$ cat src/rtl/pcie_rx_com_sync_if.sv
// Byte-stream bus between the byte receiver, the COM lock stage and its consumer.
interface pcie_rx_com_sync_if #(
  parameter int CNT_W = 16
);
  logic [7:0]       data_in;
  logic             valid_in;
  logic [7:0]       data_out;
  logic             valid_out;
  logic             synced;
  logic [CNT_W-1:0] rx_count;

  modport master (
    output data_in, valid_in,
    input  data_out, valid_out, synced, rx_count
  );

  modport slave (
    input  data_in, valid_in,
    output data_out, valid_out, synced, rx_count
  );
endinterface

$ cat src/rtl/pcie_rx_com_sync.sv
// RX symbol lock: acquires lock on a run of COM symbols, then forwards payload
// bytes with COMs stripped, and drops lock after a run of idle cycles.
module pcie_rx_com_sync #(
  parameter logic [7:0] COM        = 8'hBC,
  parameter int         COM_LOCK   = 4,
  parameter int         LOSS_LIMIT = 8,
  parameter int         CNT_W      = 16
) (
  input logic                CLK,
  input logic                reset,
  pcie_rx_com_sync_if.slave  bus
);

  typedef enum logic [1:0] {IDLE, ALIGN, SYNC} state_t;

  localparam logic [4:0] LOCK_N = 5'(COM_LOCK);
  localparam logic [8:0] LOSS_N = 9'(LOSS_LIMIT);

  state_t     state;
  logic [3:0] com_cnt;
  logic [7:0] idle_cnt;

  logic       is_com, is_dat, is_gap;
  logic [4:0] com_nxt;
  logic [8:0] idle_nxt;

  assign is_com   = bus.valid_in && (bus.data_in == COM);
  assign is_dat   = bus.valid_in && (bus.data_in != COM);
  assign is_gap   = !bus.valid_in;
  assign com_nxt  = {1'b0, com_cnt} + 5'd1;
  assign idle_nxt = {1'b0, idle_cnt} + 9'd1;

  always_ff @(posedge CLK) begin
    if (reset) begin
      state         <= IDLE;
      com_cnt       <= '0;
      idle_cnt      <= '0;
      bus.data_out  <= '0;
      bus.valid_out <= 1'b0;
      bus.synced    <= 1'b0;
      bus.rx_count  <= '0;
    end else begin
      // valid_out is a single-cycle strobe; only a forwarded DAT raises it
      bus.valid_out <= 1'b0;
      case (state)
        IDLE: begin
          if (is_com) begin
            com_cnt <= 4'd1;
            if (LOCK_N == 5'd1) begin
              state        <= SYNC;
              bus.synced   <= 1'b1;
              bus.rx_count <= '0;
              idle_cnt     <= '0;
            end else begin
              state <= ALIGN;
            end
          end
        end
        ALIGN: begin
          if (is_com) begin
            com_cnt <= com_nxt[3:0];
            if (com_nxt == LOCK_N) begin
              state        <= SYNC;
              bus.synced   <= 1'b1;
              bus.rx_count <= '0;
              idle_cnt     <= '0;
            end
          end else if (is_dat) begin
            // a payload byte breaks the COM run; a gap merely stalls it
            state   <= IDLE;
            com_cnt <= '0;
          end
        end
        SYNC: begin
          if (is_dat) begin
            bus.data_out  <= bus.data_in;
            bus.valid_out <= 1'b1;
            bus.rx_count  <= bus.rx_count + 1'b1;
            idle_cnt      <= '0;
          end else if (is_com) begin
            idle_cnt <= '0;
          end else if (is_gap) begin
            if (idle_nxt == LOSS_N) begin
              state      <= IDLE;
              bus.synced <= 1'b0;
              com_cnt    <= '0;
              idle_cnt   <= '0;
            end else begin
              idle_cnt <= idle_nxt[7:0];
            end
          end
        end
        default: state <= IDLE;
      endcase
    end
  end

endmodule

$ cat src/flat_wrapper.sv
// flat-port wrapper written by rule: the top's interface ports become plain ports
module pcie_rx_com_sync_flat 
#(
  parameter logic [7:0] COM        = 8'hBC,
  parameter int         COM_LOCK   = 4,
  parameter int         LOSS_LIMIT = 8,
  parameter int         CNT_W      = 16
)
  (CLK, reset, bus_data_in, bus_valid_in, bus_data_out, bus_valid_out, bus_synced, bus_rx_count);
  pcie_rx_com_sync_if #(.CNT_W(CNT_W)) bus_i ();
  input logic CLK;
  input logic reset;
  input wire logic [$bits(bus_i.data_in)-1:0] bus_data_in;
  input wire logic [$bits(bus_i.valid_in)-1:0] bus_valid_in;
  output wire logic [$bits(bus_i.data_out)-1:0] bus_data_out;
  output wire logic [$bits(bus_i.valid_out)-1:0] bus_valid_out;
  output wire logic [$bits(bus_i.synced)-1:0] bus_synced;
  output wire logic [$bits(bus_i.rx_count)-1:0] bus_rx_count;
  assign bus_i.data_in = bus_data_in;
  assign bus_i.valid_in = bus_valid_in;
  assign bus_data_out = bus_i.data_out;
  assign bus_valid_out = bus_i.valid_out;
  assign bus_synced = bus_i.synced;
  assign bus_rx_count = bus_i.rx_count;
  pcie_rx_com_sync #(.COM(COM), .COM_LOCK(COM_LOCK), .LOSS_LIMIT(LOSS_LIMIT), .CNT_W(CNT_W)) u_core (.CLK(CLK), .reset(reset), .bus(bus_i));
endmodule
$ cat config.mk
export PLATFORM = sky130hd
export DESIGN_NAME = pcie_rx_com_sync_flat
export DESIGN_NICKNAME = d
export VERILOG_FILES = /design/src/rtl/pcie_rx_com_sync_if.sv /design/src/rtl/pcie_rx_com_sync.sv /design/src/flat_wrapper.sv
export SDC_FILE = /design/constraint.sdc
export NUM_CORES = 1
export LEC_CHECK = 0
export ABC_AREA = 1
export CELL_PAD_IN_SITES_DETAIL_PLACEMENT = 1
export CELL_PAD_IN_SITES_GLOBAL_PLACEMENT = 2
export CORE_MARGIN = 4
export CORE_UTILIZATION = 27
export CTS_CLUSTER_DIAMETER = 100
export DETAILED_ROUTE_END_ITERATION = 12
export PLACE_DENSITY_LB_ADDON = 0.1
export SYNTH_ARGS = -nofsm -noshare
export SYNTH_HDL_FRONTEND = slang
export SYNTH_SLANG_ARGS = --single-unit
$ cat constraint.sdc
create_clock -name CLK -period 1.7 [get_ports CLK]
set_input_delay 0.34 -clock CLK [delete_from_list [all_inputs] [get_ports CLK]]
set_output_delay 0.34 -clock CLK [all_outputs]
set_load 0.02 [all_outputs]
==> key figures, run 1 <==
Die
  • Die span in y: 101 um
  • Initial Util: 28.1%
  • IO Pins: 37
  • Core outline area: 8300 um2
  • Row Count: 33
  • Die ar.: 10,200 um2
  • Die Wd: 101 um

GRT
  • First-pass GRT wire length: 12.3 mm
  • Initial antenna violation count: 0
  • Vias in the first global route: 2,496
  • Total global-route track usage: 15.1%
  • Largest net degree at the start of global routing: 21
  • GR Overflow Total: 0

Final layout
  • Antenna diodes: 0
  • Area delta synth->final: 46.6%
  • Layout cells sized above 1: 26.8%
  • Finished Cell Area: 3420 um2
  • Fin nets: 444

Pwr
  • Combinational power share: 44.3%
  • P per Cell Area: 1010 nW/um2
  • Clk pwr share: 24.0%
  • Max VDD drop: 528 uV
  • Sw Share: 38.3%
  • Seq pwr share: 31.7%
  • Net Sw Power: 1330 uW
  • Leakage: 0.00144 uW
  • Internal power: 2130 uW

CTS
  • Max Buffers Root-to-Sink: 2
  • Num CTS Buffers: 5
  • CTS Hold Bufs: 0
  • Clock root buffer: clkbuf_8
  • Clock latency on the worst-skew pair: 0.30 ns
  • TritonCTS clock tree: done
  • Clock sink count: 40
  • H-tree levels: 2
  • Worst-path clk slew: 0.09 ns

Critical path
  • WP data required: 1.94 ns
  • Crit-path slowest cell: dfxtp_2
  • Reg2reg setup slack: 0.06 ns
  • Setup crit end kind: register
  • Worst path arrival time: 1.88 ns
  • Worst Setup Start Kind: register
  • Max FO, Critical Path: 6
  • Crit-path cells: ha_4 > or2_1 > nand2_2 > nand3_2 > nor2_4 > nand3_4 > nand2_8 > nand3_4 > nand2_1 > nand2_1 > nor2_1
  • Crit path kind: reg2reg
  • Critical Path Max Stage Delay: 0.34 ns

Timing
  • TNS Setup: 0 ns
  • Hold_ws: 0.460 ns
  • Skew final: 0.00695 ns
  • Final hold viol count: 0
  • Worst-margin pin slew: 0.449 ns
  • Slew Limit Fails: 0
  • RSZ-0062 raised after global routing: true
  • Period utilization: 96.3%
  • Min cycle time layout: 1.64 ns
  • Slew margin rel.: 70.0%
  • Final setup vio count: 0
  • FMAX: 611 MHz

Synthesis
  • Gate Count Post-Synth: 338
  • Primary FF master, synth: dfxtp_1
  • Ranking of synthesized cells by area: dfxtp_1 34%, nand2_1 14%, nor2_1 6.9%
  • EDFF count, synth: 0
  • Synth top area share: 34.4%
  • Largest area contributor in the netlist: dfxtp_1
  • Synth Register Bits: 40
  • Unique masters post-synth: 35
  • Async set or reset register ratio after synthesis: 0%
  • Syn avg cell area: 6.90 um2
  • Synthesis warning total: 0
  • Register area share after synthesis: 34.4%
  • Net count after synthesis: 357
  • Cell Area, Synth: 2330 um2

Routing
  • WL final: 7.35 mm
  • Antenna viol nets, final: 0
  • WL/cell: 13.8 um
  • Initial DRT Pass Iterations: 6
  • Via density: 4.67
  • Drc violations: 0
  • Initial DRC count: 46
  • DR vias: 2,482

Placement
  • Area post-placement: 3080 um2
  • IO buf count: 36
  • GP Congestion: 0.777
  • Hpwl dp: 5.56 mm

Hold path
  • Hold WC Path Type: in2reg

Status
  • Status: finished clean

Run
  • Max_cap viols: 0
## timing repair
action | CTS | global route
gates resized for setup | 33 | 41
setup buffers | 8 | 4
setup endpoints to repair | 42 | 36
cloned | 0 | 1
pin swaps | 15 | 19
## logic make-up after synthesis
| group | after synthesis | synth area share (%) |
|---|---|---|
| compound gates | 48 | 11.4 |
| xor+xnor | 7 | 2.63 |
| fa+ha+maj | 8 | 4.29 |
| buf+inv | 41 | 7.51 |
| flops | 40 | 34.4 |
| simple gates | 194 | 39.8 |
## registers in the layout (all words and copies together), names as in the netlist
name and count:
u_core.state 2, u_core.bus.valid_out 1, u_core.bus.rx_count 16, u_core.bus.synced 1
u_core.idle_cnt 8, u_core.com_cnt 4, u_core.bus.data_out 8
## power groups by stage
stage	sequential (uW)	combinational [uW]	clock [uW]
global route	1120	1710	907
floorplan	1160	809	0
detailed placement	1120	1410	0
global placement	1110	1390	0
finish	1100	1530	830
CTS	1090	1400	866
## cell usage in the layout (no fill, tap or decap), types with 3 or more instances in the layout
cell / instances
dfxtp_1: 32
dlymetal6s2s_1: 3
inv_2: 7
nand2_1: 78
nor2_1: 42
nor2_4: 6
buf_6: 6
nand3_4: 3
dlygate4sd2_1: 21
buf_4: 45
nor3_1: 11
a21oi_1: 29
dfxtp_2: 7
o21ai_0: 9
ha_1: 5
nand3_2: 6
nand2_2: 9
nand4_1: 12
nand3_1: 17
inv_1: 26
a21oi_2: 3
xor2_1: 5
clkbuf_8: 5
clkdlybuf4s50_1: 12
## area by class of cell
type / instances / area (um2)
repair buffers: 87 / 747
flip-flops and latches: 40 / 813
well taps: 105 / 131
clock buffers: 5 / 68.8
fillers: 1054 / 4880
inverters: 33 / 124
clock inverters: 3 / 46.3
multi-input cells: 258 / 1490
## routing by layer
layer	track usage, %	vias up	wire [um]
met5	0	-	0
met4	4.29	0	111
met3	2.70	9	232
met2	23.6	35	3200
met1	21.3	1158	3800
li1	-	1280	-
## synth_stat cells, types with 2 or more instances
cell type / count
nand4_1: 12
inv_1: 31
a21oi_1: 31
o21bai_1: 2
and3_1: 2
clkbuf_1: 2
nand2_1: 85
nor3_1: 11
nand3_4: 3
dfxtp_1: 40
nor2_4: 2
inv_2: 2
ha_1: 8
xnor2_1: 2
buf_2: 2
o21ai_0: 10
nand2_2: 3
nor2_2: 4
xor2_1: 5
nor2_1: 43
o21ai_1: 2
nand3_1: 22
buf_6: 2
## critical path: cells and delay by family, from the launching register on
| kind | cells | cell delay (ns) |
|---|---|---|
| simple gates | 10 | 1.07 |
| fa+ha+maj | 1 | 0.17 |
| flops | 1 | 0.34 |
## per-stage QoR
stage                     utilization (%)  total power, uW  cells  setup WS, ns
after detailed placement             37.1             2520    512        -0.466
final                                41.2             3460    531        0.0625
after CTS                            39.3             3360    528      0.000341
after global routing                 41.2             3740    531       -0.0753
after global placement               37.1             2500    512        -0.400
after floorplan                         -             1970    338         0.109
## final timing paths
path	startpoint	cells past startpoint	endpoint
max reg2reg	u_core.idle_cnt[1]	11	u_core.com_cnt[0]
min reg2reg	u_core.bus.data_out[1]	2	u_core.bus.data_out[1]
max	u_core.idle_cnt[1]	11	u_core.com_cnt[0]
min	bus_data_in[4]	3	u_core.bus.data_out[4]
Note: power is estimated with default switching activity, not from simulation.
==> run 2, diff against run 1 <==
- SETUP_SLACK_MARGIN: unset -> 0.4
- SKIP_LAST_GASP: unset -> 1
==> key figures, run 2 (synthesis results as in run 1) <==
Status
  • Status: finished clean (unchanged)

Hold path
  • Worst Hold Launch: bus_data_in[5] (was bus_data_in[4])
  • Hold WC Path Type: in2reg (unchanged)
  • Hold path endpoint: u_core.bus.data_out[5] (was u_core.bus.data_out[4])
  • Hold Crit Depth: 3 (unchanged)

Die
  • IO Pins: 37 (unchanged)
  • Initial Util: 28.1% (unchanged)
  • Core outline area: 8300 um2 (unchanged)
  • Die Wd: 101 um (unchanged)
  • Row Count: 33 (unchanged)
  • Die ar.: 10,200 um2 (unchanged)
  • Die span in y: 101 um (unchanged)

Timing
  • Min cycle time layout: 1.66 ns (was 1.64 ns)
  • Final hold viol count: 0 (unchanged)
  • Slew Limit Fails: 0 (unchanged)
  • Slew margin rel.: 79.6% (was 70.0%)
  • Worst-margin pin slew: 0.305 ns (was 0.449 ns)
  • RSZ-0062 raised after global routing: true (unchanged)
  • Hold_ws: 0.306 ns (was 0.460 ns)
  • Skew final: 0.00790 ns (was 0.00695 ns)
  • FMAX: 602 MHz (was 611 MHz)
  • Period utilization: 97.8% (was 96.3%)
  • Final setup vio count: 0 (unchanged)

GRT
  • Vias in the first global route: 2,783 (was 2,496)
  • First-pass GRT wire length: 13.9 mm (was 12.3 mm)
  • GR Overflow Total: 0 (unchanged)
  • Initial antenna violation count: 0 (unchanged)
  • Total global-route track usage: 17.0% (was 15.1%)
  • Largest net degree at the start of global routing: 14 (was 21)

Final layout
  • Max FFs per register: 16 (unchanged)
  • Reg area: 853 um2 (was 813 um2)
  • Commonest cells after routing, fill and taps aside: 52 x nand2_1, 42 x buf_4, 33 x nor2_1 (was 78 x nand2_1, 45 x buf_4, 42 x nor2_1)
  • Area delta synth->final: 74.1% (was 46.6%)
  • Fillcell total: 989 (was 1,054)
  • Multi-input gate area: 1850 um2 (was 1490 um2)
  • Top flop regs: u_core.bus.rx_count x16, u_core.bus.data_out x8, u_core.idle_cnt x8 (unchanged)
  • Antenna diodes: 0 (unchanged)
  • Layout cells sized above 1: 54.0% (was 26.8%)
  • Fin nets: 468 (was 444)
  • Final std cells w/o fill: 555 (was 531)
  • Top reg by flops: u_core.bus.rx_count (unchanged)
  • Commonest non-fill, non-tap cell in the layout: nand2_1 (unchanged)

Pwr
  • P per Cell Area: 1010 nW/um2 (about the same)
  • Max VDD drop: 391 uV (was 528 uV)
  • Leakage: 0.00165 uW (was 0.00144 uW)

Routing
  • DR vias: 2,630 (was 2,482)
  • Initial DRC count: 49 (was 46)
  • Drc violations: 0 (unchanged)
  • WL final: 8.71 mm (was 7.35 mm)
  • WL/cell: 15.7 um (was 13.8 um)
  • Antenna viol nets, final: 0 (unchanged)
  • Via density: 4.74 (was 4.67)
  • Initial DRT Pass Iterations: 5 (was 6)

Critical path
  • Crit-path cells: ha_4 > or2_1 > nand2_2 > nand3_2 > nor2_4 > nand3_4 > buf_6 > buf_6 > nand4_1 > a21oi_1 (was ha_4 > or2_1 > nand2_2 > nand3_2 > nor2_4 > nand3_4 > nand2_8 > nand3_4 > nand2_1 > nand2_1 > nor2_1)
  • Setup crit end kind: register (unchanged)
  • R2r startpoint: u_core.idle_cnt[0] (was u_core.idle_cnt[1])
  • Crit-path slowest cell: dfxtp_4 (was dfxtp_2)
  • Crit path kind: reg2reg (unchanged)
  • Reg2reg setup slack: 0.04 ns (was 0.06 ns)
  • Critical Path Max Stage Delay: 0.37 ns (was 0.34 ns)
  • Worst path arrival time: 1.86 ns (was 1.88 ns)
  • Reg2reg path depth: 10 (was 11)
  • CP dominant cell by count: buf_6
  • Reg-to-reg critical path endpoint: u_core.idle_cnt[7] (was u_core.com_cnt[0])
  • Max FO, Critical Path: 3 (was 6)
  • WP data required: 1.90 ns (was 1.94 ns)
  • Worst Setup Start Kind: register (unchanged)

Run
  • Max_cap viols: 0 (unchanged)

Placement
  • GP Congestion: 0.816 (was 0.777)
  • Hpwl dp: 5.41 mm (was 5.56 mm)
  • IO buf count: 36 (unchanged)
  • Cells after DPL: 507 (was 512)

CTS
  • Worst-path clk slew: 0.09 ns (about the same)
  • Clock sink count: 40 (unchanged)
  • Clock root buffer: clkbuf_8 (unchanged)
  • H-tree levels: 2 (unchanged)
  • Max Buffers Root-to-Sink: 2 (unchanged)
  • Clock latency on the worst-skew pair: 0.30 ns (about the same)
  • Num CTS Buffers: 5 (unchanged)
  • TritonCTS clock tree: done (unchanged)
  • CTS Hold Bufs: 0 (unchanged)
-- run 2: final cells by class --
class	count	share of cell area [%]
multi-input combinational	258	45.5
clock buffer	5	1.70
clock inverter	3	0.463
tap	105	3.24
timing repair buffer	110	24.3
inverter	33	3.55
sequential	40	21.0
timing repair inverter	1	0.185
-- run 2: metal layers --
layer / wire [um] / track usage (%) / up-vias / share of wire, %
met5: 0 / 0 / - / 0
met4: 87 / 3.48 / 0 / 1.0
met3: 251 / 2.91 / 7 / 2.9
met2: 4390 / 29.5 / 32 / 50
met1: 3980 / 22.2 / 1253 / 46
li1: - / - / 1338 / -
-- run 2: worst max-delay path by stage --
stage / startpoint / to / cells after the start
final: u_core.idle_cnt[0] / u_core.idle_cnt[7] / 10
after global routing: u_core.state[1] / u_core.idle_cnt[3] / 9
after CTS: u_core.idle_cnt[1] / u_core.com_cnt[2] / 11
after detailed placement: bus_data_in[3] / u_core.bus.rx_count[8] / 12
after global placement: bus_data_in[4] / u_core.bus.rx_count[8] / 12
after floorplan: u_core.idle_cnt[0] / u_core.com_cnt[0] / 10
-- run 2: critical path, delay by kind of cell (launching register included) --
family,cells,cell delay (ns)
flops,1,0.37
compound gates,1,0.07
simple gates,6,0.70
buf+inv,2,0.26
fa+ha+maj,1,0.17
-- run 2: where the power goes --
group,total (uW),switching (uW),internal [uW]
registers,1140,94.9,1040
logic,2290,1210,1070
clock network,672,385,287
-- run 2: per-stage QoR --
stage	total power [uW]	setup slack, ns	instance area, um2	TNS, ns	util [%]
after floorplan	2020	0.165	2390	0	-
after global placement	2500	-0.464	3110	-13.74	37.4
after detailed placement	2510	-0.497	3110	-14.98	37.4
after CTS	3770	0.0258	3770	0	45.4
after global routing	4360	-0.0357	4060	-0.149	48.9
final	4100	0.0377	4060	0	48.9
-- run 2: timing repair --
action,CTS,global route
gates cloned,3,0
pin swaps,34,42
gates resized for setup,218,79
setup buffers,24,13
endpoints found under the setup margin,66,50
